==> config.mk <==
export PLATFORM = sky130hd
export DESIGN_NAME = vedic_mul_seq_flat
export DESIGN_NICKNAME = d
export VERILOG_FILES = /design/src/rtl/rv32_pkg.sv /design/src/rtl/vedic_mul_seq_if.sv /design/src/rtl/vedic4bmul.sv /design/src/rtl/vedic_row32x4.sv /design/src/rtl/vedic_mul_seq.sv /design/src/flat_wrapper.sv
export SDC_FILE = /design/constraint.sdc
export NUM_CORES = 1
export LEC_CHECK = 0
export ABC_AREA = 0
export CORE_MARGIN = 2
export CORE_UTILIZATION = 40
export CTS_BUF_LIST = sky130_fd_sc_hd__clkbuf_8
export CTS_CLUSTER_SIZE = 25
export DETAILED_ROUTE_END_ITERATION = 6
export PLACE_DENSITY_LB_ADDON = 0.3
export SETUP_SLACK_MARGIN = 0.02
export SYNTH_ARGS = -nofsm -noshare
export SYNTH_HDL_FRONTEND = slang
export SYNTH_SLANG_ARGS = --single-unit
==> constraint.sdc <==
create_clock -name clk -period 11.9 [get_ports clk]
set_input_delay 3.57 -clock clk [delete_from_list [all_inputs] [get_ports clk]]
set_output_delay 3.57 -clock clk [all_outputs]
set_load 0.05 [all_outputs]
==> src/rtl/rv32_pkg.sv <==
// Shared types and constants for the RV32 M-extension multiply sequencer.
package rv32_pkg;

    // RV32M multiply flavours handled by the sequencer.
    typedef enum logic [1:0] {
        OP_MUL    = 2'd0,
        OP_MULH   = 2'd1,
        OP_MULHSU = 2'd2,
        OP_MULHU  = 2'd3
    } mul_op_e;

    typedef enum logic [1:0] {
        ST_IDLE,
        ST_CALC,
        ST_FIX,
        ST_DONE
    } mul_seq_state_e;

    // Multiplier bits consumed per CALC cycle.
    localparam int MUL_NIB_W = 4;

    // 2x2 vertically-and-crosswise product: the leaf of the vedic tile.
    function automatic logic [3:0] vedic2x2(input logic [1:0] a, input logic [1:0] b);
        logic v0, c0, c1, carry, v1;
        v0    = a[0] & b[0];
        c0    = a[1] & b[0];
        c1    = a[0] & b[1];
        carry = c0 & c1;
        v1    = a[1] & b[1];
        return {v1 & carry, v1 ^ carry, c0 ^ c1, v0};
    endfunction

endpackage

==> src/rtl/vedic_mul_seq_if.sv <==
// Request/response bundle between the execute stage and the multiply sequencer.
interface vedic_mul_seq_if
    import rv32_pkg::*;
#(
    parameter int XLEN = 32
) ();

    logic            req_valid;
    logic            req_ready;
    mul_op_e         req_op;
    logic [XLEN-1:0] req_a;
    logic [XLEN-1:0] req_b;
    logic            kill;
    logic            rsp_valid;
    logic            rsp_ready;
    logic [XLEN-1:0] rsp_result;
    logic            busy;

    // Pipeline side: issues requests, consumes results.
    modport master (
        output req_valid, req_op, req_a, req_b, kill, rsp_ready,
        input  req_ready, rsp_valid, rsp_result, busy
    );

    // Sequencer side.
    modport slave (
        input  req_valid, req_op, req_a, req_b, kill, rsp_ready,
        output req_ready, rsp_valid, rsp_result, busy
    );

endinterface

==> src/rtl/vedic4bmul.sv <==
// 4x4 unsigned vedic multiplier tile built from four 2x2 crosswise products.
module vedic4bmul
    import rv32_pkg::*;
(
    input  logic [3:0] a_i,
    input  logic [3:0] b_i,
    output logic [7:0] p_o
);

    logic [3:0] p_ll, p_hl, p_lh, p_hh;

    assign p_ll = vedic2x2(a_i[1:0], b_i[1:0]);
    assign p_hl = vedic2x2(a_i[3:2], b_i[1:0]);
    assign p_lh = vedic2x2(a_i[1:0], b_i[3:2]);
    assign p_hh = vedic2x2(a_i[3:2], b_i[3:2]);

    // Vertical terms at weight 0 and 4, crosswise terms at weight 2.
    assign p_o = {4'b0000, p_ll}
               + {2'b00, p_hl, 2'b00}
               + {2'b00, p_lh, 2'b00}
               + {p_hh, 4'b0000};

endmodule

==> src/rtl/vedic_row32x4.sv <==
// One row of the multiplier array: XLEN-bit operand times a 4-bit nibble,
// built from XLEN/4 vedic tiles whose partial products are aligned and summed.
module vedic_row32x4
    import rv32_pkg::*;
#(
    parameter int XLEN = 32
) (
    input  logic [XLEN-1:0]           a_i,
    input  logic [MUL_NIB_W-1:0]      nib_i,
    output logic [XLEN+MUL_NIB_W-1:0] row_o
);

    localparam int NIB   = XLEN / MUL_NIB_W;
    localparam int ROW_W = XLEN + MUL_NIB_W;

    logic [2*MUL_NIB_W-1:0] tile_p [NIB];
    logic [ROW_W-1:0]       row_sum;

    for (genvar i = 0; i < NIB; i++) begin : g_tile
        vedic4bmul u_tile (
            .a_i (a_i[i*MUL_NIB_W +: MUL_NIB_W]),
            .b_i (nib_i),
            .p_o (tile_p[i])
        );
    end

    // Sum the tile products, each shifted to its operand nibble position.
    always_comb begin
        // NOTE: assign a default before the loop so no path leaves the sum unassigned (no latch).
        row_sum = '0;
        for (int i = 0; i < NIB; i++) begin
            row_sum = row_sum + (ROW_W'(tile_p[i]) << (MUL_NIB_W * i));
        end
    end

    assign row_o = row_sum;

endmodule

==> src/rtl/vedic_mul_seq.sv <==
// Multi-cycle RV32M multiply sequencer (MUL/MULH/MULHSU/MULHU).
// Works on magnitudes, one multiplier nibble per CALC cycle, then applies the
// sign in FIX. Optional macro VEDIC_MUL_SEQ_EARLY_EXIT_EN leaves CALC as soon
// as the remaining multiplier nibbles are zero; results are identical.
module vedic_mul_seq
    import rv32_pkg::*;
#(
    parameter int XLEN = 32
) (
    input  logic                  clk,
    input  logic                  rst,
    vedic_mul_seq_if.slave        bus
);

    localparam int NIB   = XLEN / MUL_NIB_W;
    localparam int ACC_W = 2 * XLEN;
    localparam int ROW_W = XLEN + MUL_NIB_W;
    localparam int CNT_W = $clog2(NIB + 1);
    localparam int IDX_W = $clog2(XLEN);

    mul_seq_state_e   state_q, state_d;
    mul_op_e          op_q, op_d;
    logic [XLEN-1:0]  a_abs_q, a_abs_d;
    logic [XLEN-1:0]  b_abs_q, b_abs_d;
    logic             neg_q, neg_d;
    logic [ACC_W-1:0] acc_q, acc_d;
    logic [CNT_W-1:0] cnt_q, cnt_d;
    logic [XLEN-1:0]  result_q, result_d;

    logic                 sign_a, sign_b;
    logic [IDX_W-1:0]     nib_base;
    logic [MUL_NIB_W-1:0] nib;
    logic [ROW_W-1:0]     row;
    logic [ACC_W-1:0]     row_shifted;
    logic [ACC_W-1:0]     acc_fixed;
    logic                 last_nib;

    assign sign_a = bus.req_a[XLEN-1] && (bus.req_op == OP_MULH || bus.req_op == OP_MULHSU);
    assign sign_b = bus.req_b[XLEN-1] && (bus.req_op == OP_MULH);

    assign nib_base = IDX_W'({cnt_q, 2'b00});
    assign nib      = b_abs_q[nib_base +: MUL_NIB_W];

    vedic_row32x4 #(.XLEN(XLEN)) u_row (
        .a_i   (a_abs_q),
        .nib_i (nib),
        .row_o (row)
    );

    assign row_shifted = ACC_W'(row) << {cnt_q, 2'b00};
    assign acc_fixed   = neg_q ? -acc_q : acc_q;

`ifdef VEDIC_MUL_SEQ_EARLY_EXIT_EN
    // Stop once every multiplier nibble above the current one is zero.
    assign last_nib = (cnt_q == CNT_W'(NIB - 1))
                   || ((b_abs_q >> {cnt_q + CNT_W'(1), 2'b00}) == '0);
`else
    assign last_nib = (cnt_q == CNT_W'(NIB - 1));
`endif

    // Next-state and datapath updates; kill overrides every state.
    always_comb begin
        state_d  = state_q;
        op_d     = op_q;
        a_abs_d  = a_abs_q;
        b_abs_d  = b_abs_q;
        neg_d    = neg_q;
        acc_d    = acc_q;
        cnt_d    = cnt_q;
        result_d = result_q;

        if (bus.kill) begin
            state_d = ST_IDLE;
            acc_d   = '0;
            cnt_d   = '0;
        end else begin
            case (state_q)
                ST_IDLE: begin
                    if (bus.req_valid) begin
                        op_d    = bus.req_op;
                        a_abs_d = sign_a ? -bus.req_a : bus.req_a;
                        b_abs_d = sign_b ? -bus.req_b : bus.req_b;
                        neg_d   = sign_a ^ sign_b;
                        acc_d   = '0;
                        cnt_d   = '0;
                        state_d = ST_CALC;
                    end
                end
                ST_CALC: begin
                    acc_d = acc_q + row_shifted;
                    cnt_d = cnt_q + CNT_W'(1);
                    if (last_nib) begin
                        state_d = ST_FIX;
                    end
                end
                ST_FIX: begin
                    acc_d    = acc_fixed;
                    result_d = (op_q == OP_MUL) ? acc_fixed[XLEN-1:0] : acc_fixed[ACC_W-1:XLEN];
                    state_d  = ST_DONE;
                end
                ST_DONE: begin
                    if (bus.rsp_ready) begin
                        state_d = ST_IDLE;
                    end
                end
                default: state_d = ST_IDLE;
            endcase
        end
    end

    // State and datapath registers with asynchronous reset.
    always_ff @(posedge clk or posedge rst) begin
        if (rst) begin
            state_q  <= ST_IDLE;
            op_q     <= OP_MUL;
            a_abs_q  <= '0;
            b_abs_q  <= '0;
            neg_q    <= 1'b0;
            acc_q    <= '0;
            cnt_q    <= '0;
            result_q <= '0;
        end else begin
            // NOTE: non-blocking so every register samples the pre-edge values.
            state_q  <= state_d;
            op_q     <= op_d;
            a_abs_q  <= a_abs_d;
            b_abs_q  <= b_abs_d;
            neg_q    <= neg_d;
            acc_q    <= acc_d;
            cnt_q    <= cnt_d;
            result_q <= result_d;
        end
    end

    assign bus.req_ready  = (state_q == ST_IDLE);
    assign bus.rsp_valid  = (state_q == ST_DONE);
    assign bus.busy       = (state_q != ST_IDLE);
    assign bus.rsp_result = result_q;

endmodule
==> src/flat_wrapper.sv <==
// flat-port wrapper written by rule: the top's interface ports become plain ports
module vedic_mul_seq_flat import rv32_pkg::*;
#(
    parameter int XLEN = 32
)
  (clk, rst, bus_req_valid, bus_req_op, bus_req_a, bus_req_b, bus_kill, bus_rsp_ready, bus_req_ready, bus_rsp_valid, bus_rsp_result, bus_busy);
  vedic_mul_seq_if #(.XLEN(XLEN)) bus_i ();
  input  logic clk;
  input  logic rst;
  input wire logic [$bits(bus_i.req_valid)-1:0] bus_req_valid;
  input wire logic [$bits(bus_i.req_op)-1:0] bus_req_op;
  input wire logic [$bits(bus_i.req_a)-1:0] bus_req_a;
  input wire logic [$bits(bus_i.req_b)-1:0] bus_req_b;
  input wire logic [$bits(bus_i.kill)-1:0] bus_kill;
  input wire logic [$bits(bus_i.rsp_ready)-1:0] bus_rsp_ready;
  output wire logic [$bits(bus_i.req_ready)-1:0] bus_req_ready;
  output wire logic [$bits(bus_i.rsp_valid)-1:0] bus_rsp_valid;
  output wire logic [$bits(bus_i.rsp_result)-1:0] bus_rsp_result;
  output wire logic [$bits(bus_i.busy)-1:0] bus_busy;
  assign bus_i.req_valid = bus_req_valid;
  assign bus_i.req_op = bus_req_op;
  assign bus_i.req_a = bus_req_a;
  assign bus_i.req_b = bus_req_b;
  assign bus_i.kill = bus_kill;
  assign bus_i.rsp_ready = bus_rsp_ready;
  assign bus_req_ready = bus_i.req_ready;
  assign bus_rsp_valid = bus_i.rsp_valid;
  assign bus_rsp_result = bus_i.rsp_result;
  assign bus_busy = bus_i.busy;
  vedic_mul_seq #(.XLEN(XLEN)) u_core (.clk(clk), .rst(rst), .bus(bus_i));
endmodule
==> flow_metrics.tcl, run 1 <==
set metrics [dict create \
    grt_antenna_before_repair 1 \
    io_buffers 105 \
    reg2reg_from "u_core.cnt_q[0]" \
    arrival_ns 11.83 \
    hold_depth 2 \
    ys_top_cells_by_area "dfrtp_1, ha_1, xnor2_1, o21ai_0, nand2_1" \
    start_util_pct 40.5 \
    cts_max_path_buffers 2 \
    placed_area_mm2 0.0231 \
    max-cap-violations 0 \
    synth-edff-count 0 \
    dieArea_mm2 0.0552 \
    setup_violations 0 \
    yosys.area.top_type "dfrtp_1" \
    synth-warning-count 0 \
    fin_crit_sh_pct 95.5 \
    dp.final_hpwl_um 57400 \
    drive_above_1_share_pct 7.33 \
    worst_ep_required_time_ns 12.36 \
    min_period_ns 11.36 \
    areaGrowthSynthToFinish_pct 12.4 \
    synth_cells 2702 \
    ys_ff_latch 169 \
    grt_pass1_wl_um 113000 \
    htreeDepth 4 \
    routed_wl_um 72900 \
    place.gp.congestion 0.996 \
    holdCritStartpoint "u_core.bus.rsp_result[30]" \
    synthArstFlopShare_pct 100 \
    skew_ns 0.0200 \
    grt_overflow_total 0 \
    ys_seq_area_share_pct 19.8 \
    finalHoldViolations 0 \
    startpoint_type "flop" \
    first_iter_violations 1845 \
    regToRegEndpoint "u_core.acc_q[47]" \
    r2r_setup_slack_ns 0.54 \
    cts_tree "done" \
    syn_nets 3058 \
    grt_start_max_net_pins 103 \
    violations "design-rule violations" \
    drv_slew 0 \
    post_drt_wl_per_cell_um 21.2 \
    dp.cells 3393 \
    status "complete, but fails checks" \
    die_x_um 235 \
    drt_pre_antenna_iters 7 \
    max-slew-margin-rel_pct 30.1 \
    final_area_mm2 0.0240 \
    synth.distinct_cells 82 \
    via_per_inst 5.95 \
    clock_sinks 169 \
    crit_fanout 7 \
    critPathSlowestCell "mux4_2" \
    cts_made_buffers 17 \
    cpPeakStageDelay_ns 0.56 \
    route.detailed.drc 1 \
    min_to "u_core.bus.rsp_result[30]" \
    grt_pass1_vias 19500 \
    critPathKind "reg -> reg" \
    cts_hold_buf 0 \
    fmax_mhz 88.0 \
    worstSkewPairLatency_ns 0.59 \
    cp-end-kind "flop" \
    grt_use_total_pct 26.0 \
    worst_slew_pin_slew_ns 1.05 \
    syn_area_mm2 0.0213 \
    reg2regPathDepth 44 \
    hold_class "reg -> reg" \
    syn_area_per_cell_um2 7.89 \
    fin_cells 3433 \
    synth_top_area_share_pct 19.8 \
    whs_ns 0.478 \
    die_h_um 235 \
    nets 3087 \
    ant_nets 0 \
    cts-root-buf "clkbuf_8" \
    row_count 84 \
    vias 20400 \
    core_mm2 0.0527 \
    synth-main-ff-cell "dfrtp_1" \
    pin_count 106 \
    clk_pin_slew_ns 0.12 \
]
==> per-layer routing <==
layer  track usage (%)  share of wire, %
met1              36.5                46
met2              40.8                45
met3              2.96               5.2
met4              10.2               3.6
met5                 0                 0
==> worst max-delay path by stage <==
stage | from | end | slack [ns]
floorplan | u_core.cnt_q[0] | u_core.acc_q[62] | 0.19
global placement | u_core.cnt_q[0] | u_core.acc_q[47] | -0.34
detailed placement | u_core.cnt_q[0] | u_core.acc_q[47] | -0.42
CTS | u_core.cnt_q[0] | u_core.acc_q[63] | 0.05
global route | u_core.cnt_q[0] | u_core.acc_q[56] | -0.007
finish | u_core.cnt_q[0] | u_core.acc_q[47] | 0.54
==> flip-flops by register name, summed over array words and instances (netlist names) <==
register / cells
u_core.acc_q: 64
u_core.a_abs_q: 32
u_core.b_abs_q: 32
u_core.bus.rsp_result: 32
u_core.cnt_q: 4
u_core.op_q: 2
u_core.state_q: 2
u_core.neg_q: 1
==> cells by family after synthesis <==
logic type / synth area share (%)
muxes: 3.44
buffers and inverters: 5.17
xor gates and xnor gates: 9.96
DFF: 19.8
and+or+nand+nor: 19.7
AOI/OAI and AO/OA: 23.8
adders and majority gates: 18.0
==> placed cells by master (no fill, tap or decap), types with 20 or more instances in the layout <==
| cell type | netlist | layout |
|---|---|---|
| a211oi_1 | 26 | 20 |
| a21o_1 | 73 | 73 |
| a21oi_1 | 206 | 197 |
| a22oi_1 | 28 | 27 |
| and2_1 | 21 | 21 |
| buf_4 | 0 | 53 |
| clkdlybuf4s50_1 | 0 | 105 |
| dfrtp_1 | 169 | 166 |
| fa_1 | 37 | 36 |
| ha_1 | 248 | 241 |
| inv_1 | 144 | 143 |
| mux2i_1 | 26 | 21 |
| nand2_1 | 275 | 274 |
| nand2b_1 | 21 | 20 |
| nand3_1 | 50 | 48 |
| nand4_1 | 25 | 25 |
| nor2_1 | 175 | 171 |
| nor2b_1 | 132 | 132 |
| nor3_1 | 46 | 41 |
| o21ai_0 | 246 | 236 |
| o31ai_1 | 28 | 28 |
| or3_1 | 25 | 25 |
| xnor2_1 | 141 | 138 |
| xor2_1 | 99 | 98 |
==> Yosys cell counts (all sizes together), types with 7 or more instances <==
cell type and instances:
nand2 275, o21ai 256, ha 248, a21oi 206, nor2 175, dfrtp 169
inv 144, xnor2 141, clkbuf 135, nor2b 132, xor2 99, a21o 73
nand3 50, nor3 47, fa 37, o31ai 29, a22oi 28, a211oi 26
mux2i 26, or3 26, nand4 25, and2 21, nand2b 21, nor4 20
a31oi 19, o221ai 19, o41ai 19, mux4 18, o21bai 18, or4 17
and3 14, buf 13, o21a 11, o22ai 11, or2 9, nor3b 8
o31a 8, a21boi 7, o2111ai 7
==> worst max-delay path: cells and delay by family (launching register included) <==
family | cells | cell delay, ns
flops | 1 | 0.50
simple gates | 8 | 1.32
fa+ha+maj | 11 | 3.95
xor+xnor | 3 | 0.62
compound gates | 14 | 2.86
mux | 4 | 1.53
buf+inv | 4 | 0.45
==> cell type report <==
cell class | instances | area, µm²
tap | 688 | 861
multi-input combinational | 2240 | 16400
timing repair buffer | 158 | 1450
clock buffer | 17 | 234
inverter | 145 | 549
antenna | 1 | 2.50
fill | 5243 | 28700
clock inverter | 15 | 206
sequential | 169 | 4230
==> timing repair <==
item,in CTS,in global routing
gates cloned,0,0
setup buffers,0,7
endpoints found under the setup margin,14,32
pin swaps,1,16
resized for setup,9,72
==> metrics by stage <==
step                setup WS, ns  utilization (%)  setup TNS [ns]
floorplan                  0.186                -               0
global placement          -0.342             43.8          -0.658
detailed placement        -0.423             43.8           -1.49
CTS                       0.0499             44.8               0
global route            -0.00719             45.5        -0.00719
finish                     0.538             45.5               0
Power of run 1 is left out: the tool's default activity adds up to more than one toggle a clock period on the data nets, which glitch-free logic cannot reach.
==> run 2, diff against run 1 <==
- CAP_MARGIN: default -> 20
- GPL_TIMING_DRIVEN: default -> 0
==> flow_metrics.tcl, run 2 (same netlist as run 1, synthesis figures left out) <==
set metrics [dict create \
    max-slew-margin-rel_pct 21.5 \
    clock_sinks 169 \
    drive_above_1_share_pct 8.79 \
    die_h_um 235 \
    r2r_setup_slack_ns 0.45 \
    routed_wl_um 80700 \
    worst_slew_pin_slew_ns 1.17 \
    setup_violations 0 \
    cts_made_buffers 17 \
    dieArea_mm2 0.0552 \
    max-cap-violations 0 \
    via_per_inst 6.01 \
    dp.final_hpwl_um 65200 \
    cp-end-kind "flop" \
    grt_pass1_vias 20900 \
    crit_top_cell "ha_1" \
    htreeDepth 4 \
    start_util_pct 40.5 \
    cpPeakStageDelay_ns 0.54 \
    final_area_mm2 0.0249 \
    cts_tree "done" \
    hold_class "reg -> reg" \
    areaGrowthSynthToFinish_pct 16.6 \
    finalHoldViolations 0 \
    reg2regPathDepth 52 \
    core_mm2 0.0527 \
    largest_reg_flops 64 \
    clk_pin_slew_ns 0.11 \
    first_iter_violations 1885 \
    largest-register "u_core.acc_q" \
    status "complete, no violations" \
    drv_slew 0 \
    grt_antenna_before_repair 1 \
    row_count 84 \
    crit_fanout 10 \
    arrival_ns 11.90 \
    fin_tns_setup_ns 0 \
    cts_max_path_buffers 2 \
    nets 3209 \
    worstSkewPairLatency_ns 0.59 \
    place.gp.congestion 1.01 \
    pin_count 106 \
    grt_pass1_wl_um 123000 \
    route.detailed.drc 0 \
    placed_area_mm2 0.0233 \
    grt_use_total_pct 28.6 \
    critPathKind "reg -> reg" \
    grt_start_max_net_pins 93 \
    ant_nets 0 \
    cts-root-buf "clkbuf_8" \
    final_core_util_pct 47.2 \
    fmax_mhz 87.3 \
    startpoint_type "flop" \
    layout_commonest_cell "nand2_1" \
    die_x_um 235 \
    fin_crit_sh_pct 96.2 \
    mostFrequentLayoutCells "nand2_1, ha_1, o21ai_0" \
    vias 21400 \
    reg2reg_from "u_core.cnt_q[0]" \
    grt_overflow_total 0 \
    post_drt_wl_per_cell_um 22.7 \
    startpoint "u_core.cnt_q[0]" \
    crit_end "u_core.acc_q[57]" \
    worst_ep_required_time_ns 12.34 \
    regToRegEndpoint "u_core.acc_q[57]" \
    critPathSlowestCell "mux4_2" \
    io_buffers 105 \
    min_period_ns 11.45 \
    drt_pre_antenna_iters 6 \
    skew_ns 0.0183 \
]
run 2: cell types whose count changed in the layout (fill, tap and decap cells not counted), sizes merged:
| cell | before | now |
|---|---|---|
| diode | 1 | 2 |
| clkinvlp | 2 | 0 |
| buf | 53 | 54 |
| clkinv | 5 | 6 |
| clkbuf | 17 | 139 |
run 2: area by class of cell:
| type | count | area [µm²] |
|---|---|---|
| Fill cell | 5144 | 27800 |
| Multi-Input combinational cell | 2240 | 16800 |
| Sequential cell | 169 | 4230 |
| Timing Repair Buffer | 142 | 1350 |
| Tap cell | 688 | 861 |
| Buffer | 138 | 578 |
| Inverter | 145 | 552 |
| Clock buffer | 18 | 248 |
| Clock inverter | 14 | 180 |
| Antenna cell | 2 | 5.00 |
run 2: worst min path at each step:
stage                                          from                   endpoint  slack, ns  cells after the start
after floorplan                  u_core.b_abs_q[10]         u_core.b_abs_q[10]       0.44                      2
after global placement    u_core.bus.rsp_result[30]  u_core.bus.rsp_result[30]       0.45                      2
after detailed placement  u_core.bus.rsp_result[30]  u_core.bus.rsp_result[30]       0.46                      2
after CTS                 u_core.bus.rsp_result[30]  u_core.bus.rsp_result[30]       0.49                      2
after global routing      u_core.bus.rsp_result[30]  u_core.bus.rsp_result[30]       0.51                      2
final                     u_core.bus.rsp_result[30]  u_core.bus.rsp_result[30]       0.48                      2
run 2: worst max-delay path, delay by kind of cell, from the launching register on:
family          cells  cell delay (ns)
buf+inv             9             1.22
flops               1             0.45
compound gates     16             2.96
simple gates        8             1.16
xor+xnor            4             0.71
mux                 4             1.52
fa+ha+maj          11             3.28
run 2: timing repair:
action | CTS | global route
hold buffers | 0 | 0
pin swaps | 18 | 48
setup endpoints to repair | 45 | 34
buffers inserted | 15 | 21
gates resized for setup | 114 | 92
run 2: metal layers:
| layer | GRT usage, % | routed length, µm |
|---|---|---|
| met1 | 37.0 | 34800 |
| met2 | 46.7 | 36800 |
| met4 | 14.7 | 4370 |
| met3 | 3.89 | 4700 |
| met5 | 0 | 0 |
run 2: metrics by stage:
step	setup slack, ns	hold slack [ns]	instances
floorplan	0.186	0.445	2702
global placement	-3.04	0.455	3495
detailed placement	-3.13	0.463	3497
CTS	0.0390	0.486	3540
global route	-0.0331	0.509	3555
finish	0.447	0.483	3556
Power of run 2 is left out for the same reason.
==> run 3, diff against run 2 <==
- MAX_ROUTING_LAYER: default -> met4
==> flow_metrics.tcl, run 3 (same netlist as run 1, synthesis figures left out) <==
set metrics [dict create \
    setup_violations 0 \
    grt_use_total_pct 30.0 \
    min_period_ns 11.50 \
    post_drt_wl_per_cell_um 22.9 \
    finalHoldViolations 0 \
    cts_max_path_buffers 2 \
    grt_pass1_vias 20900 \
    mostFrequentLayoutCells "nand2_1, ha_1, o21ai_0" \
    route.detailed.drc 0 \
    grt_antenna_before_repair 3 \
    ant_nets 0 \
    startpoint_type "flop" \
    critPathSlowestCell "mux4_2" \
    final_core_util_pct 47.1 \
    fmax_mhz 87.0 \
    arrival_ns 11.94 \
    hold_class "reg -> reg" \
    clock_sinks 169 \
    crit_top_cell "ha_1" \
    die_h_um 235 \
    cpPeakStageDelay_ns 0.56 \
    grt_start_max_net_pins 122 \
    worst_slew_pin_slew_ns 0.879 \
    vias 21300 \
    skew_ns 0.0242 \
    nets 3210 \
    core_mm2 0.0527 \
    layout_commonest_cell "nand2_1" \
    htreeDepth 4 \
    max-cap-violations 0 \
    row_count 84 \
    die_x_um 235 \
    critPathKind "reg -> reg" \
    largest-register "u_core.acc_q" \
    dp.final_hpwl_um 65900 \
    rsz0062_at_grt "true" \
    first_iter_violations 1929 \
    drt_pre_antenna_iters 6 \
    routed_wl_um 81500 \
    start_util_pct 40.5 \
    whs_ns 0.476 \
    status "complete, no violations" \
    crit_fanout 10 \
    grt_overflow_total 0 \
    areaGrowthSynthToFinish_pct 16.4 \
    worst_ep_required_time_ns 12.35 \
    drv_slew 0 \
    fin_crit_sh_pct 96.6 \
    place.gp.congestion 1.05 \
    dieArea_mm2 0.0552 \
    drive_above_1_share_pct 8.37 \
    io_buffers 105 \
    largest_reg_flops 64 \
    clk_pin_slew_ns 0.11 \
    cts_tree "done" \
    cp-end-kind "flop" \
    via_per_inst 6.00 \
    grt_pass1_wl_um 124000 \
    pin_count 106 \
    worstSkewPairLatency_ns 0.59 \
    cts_made_buffers 17 \
    max-slew-margin-rel_pct 39.7 \
    cts-root-buf "clkbuf_8" \
]
## run 3: changes by cell type in the layout (fill, tap and decap cells not counted), moves of 3 or more
cell | previous run | this run
a31oi_2 | 5 | 2
clkinv_2 | 0 | 3
clkinv_4 | 4 | 1
ha_1 | 230 | 234
ha_2 | 10 | 4
o31ai_2 | 4 | 1
## run 3: critical path: cells and delay by family (launching register included)
kind            cells  cell delay (ns)
compound gates     14             2.85
fa+ha+maj          11             3.66
flops               1             0.44
simple gates        9             1.20
buf+inv             7             0.90
mux                 4             1.55
xor+xnor            4             0.74
## run 3: repair_timing
item | CTS | global route
buffers inserted | 13 | 23
endpoints found under the setup margin | 44 | 33
resized for setup | 112 | 89
pin swaps | 23 | 50
hold endpoints to repair | 0 | 0
hold buffers | 0 | 0
## run 3: per-stage QoR
step | setup TNS, ns | setup slack, ns | area, µm² | cells
detailed placement | -85.96 | -3.12 | 23300 | 3496
floorplan | 0 | 0.186 | 21300 | 2702
global placement | -87.06 | -3.15 | 23200 | 3495
finish | 0 | 0.405 | 24800 | 3557
CTS | 0 | 0.0183 | 24200 | 3537
global route | -0.0940 | -0.0391 | 24800 | 3557
## run 3: per-layer routing
metal  up-vias  global-route usage, %  share of wire [%]
li1       9998                      -                  -
met1     10300                   37.4                 42
met2       851                   47.1                 46
met3       176                   4.66                6.8
met4         0                   15.3                5.2
met5         -                      -                  0
## run 3: cell type report
type / count / area [µm²]
diodes: 2 / 5.00
plain buffers: 138 / 577
clock buffers: 18 / 248
clock inverters: 14 / 128
fillers: 5191 / 27800
inverters: 145 / 552
multi-input cells: 2240 / 16900
flip-flops and latches: 169 / 4230
well taps: 688 / 861
repair buffers: 143 / 1370
## run 3: path summary, 6_finish.rpt
path                       slack, ns  cells after the start                   endpoint                      start
max                             0.40                     49           u_core.acc_q[57]            u_core.cnt_q[0]
min in group asynchronous       3.38                      2          u_core.state_q[1]                        rst
min reg2reg                     0.48                      2  u_core.bus.rsp_result[28]  u_core.bus.rsp_result[28]
max reg2reg                     0.40                     49           u_core.acc_q[57]            u_core.cnt_q[0]
max in group asynchronous       7.47                      3          u_core.a_abs_q[5]                        rst
min                             0.48                      2  u_core.bus.rsp_result[28]  u_core.bus.rsp_result[28]
Power of run 3 is left out for the same reason.
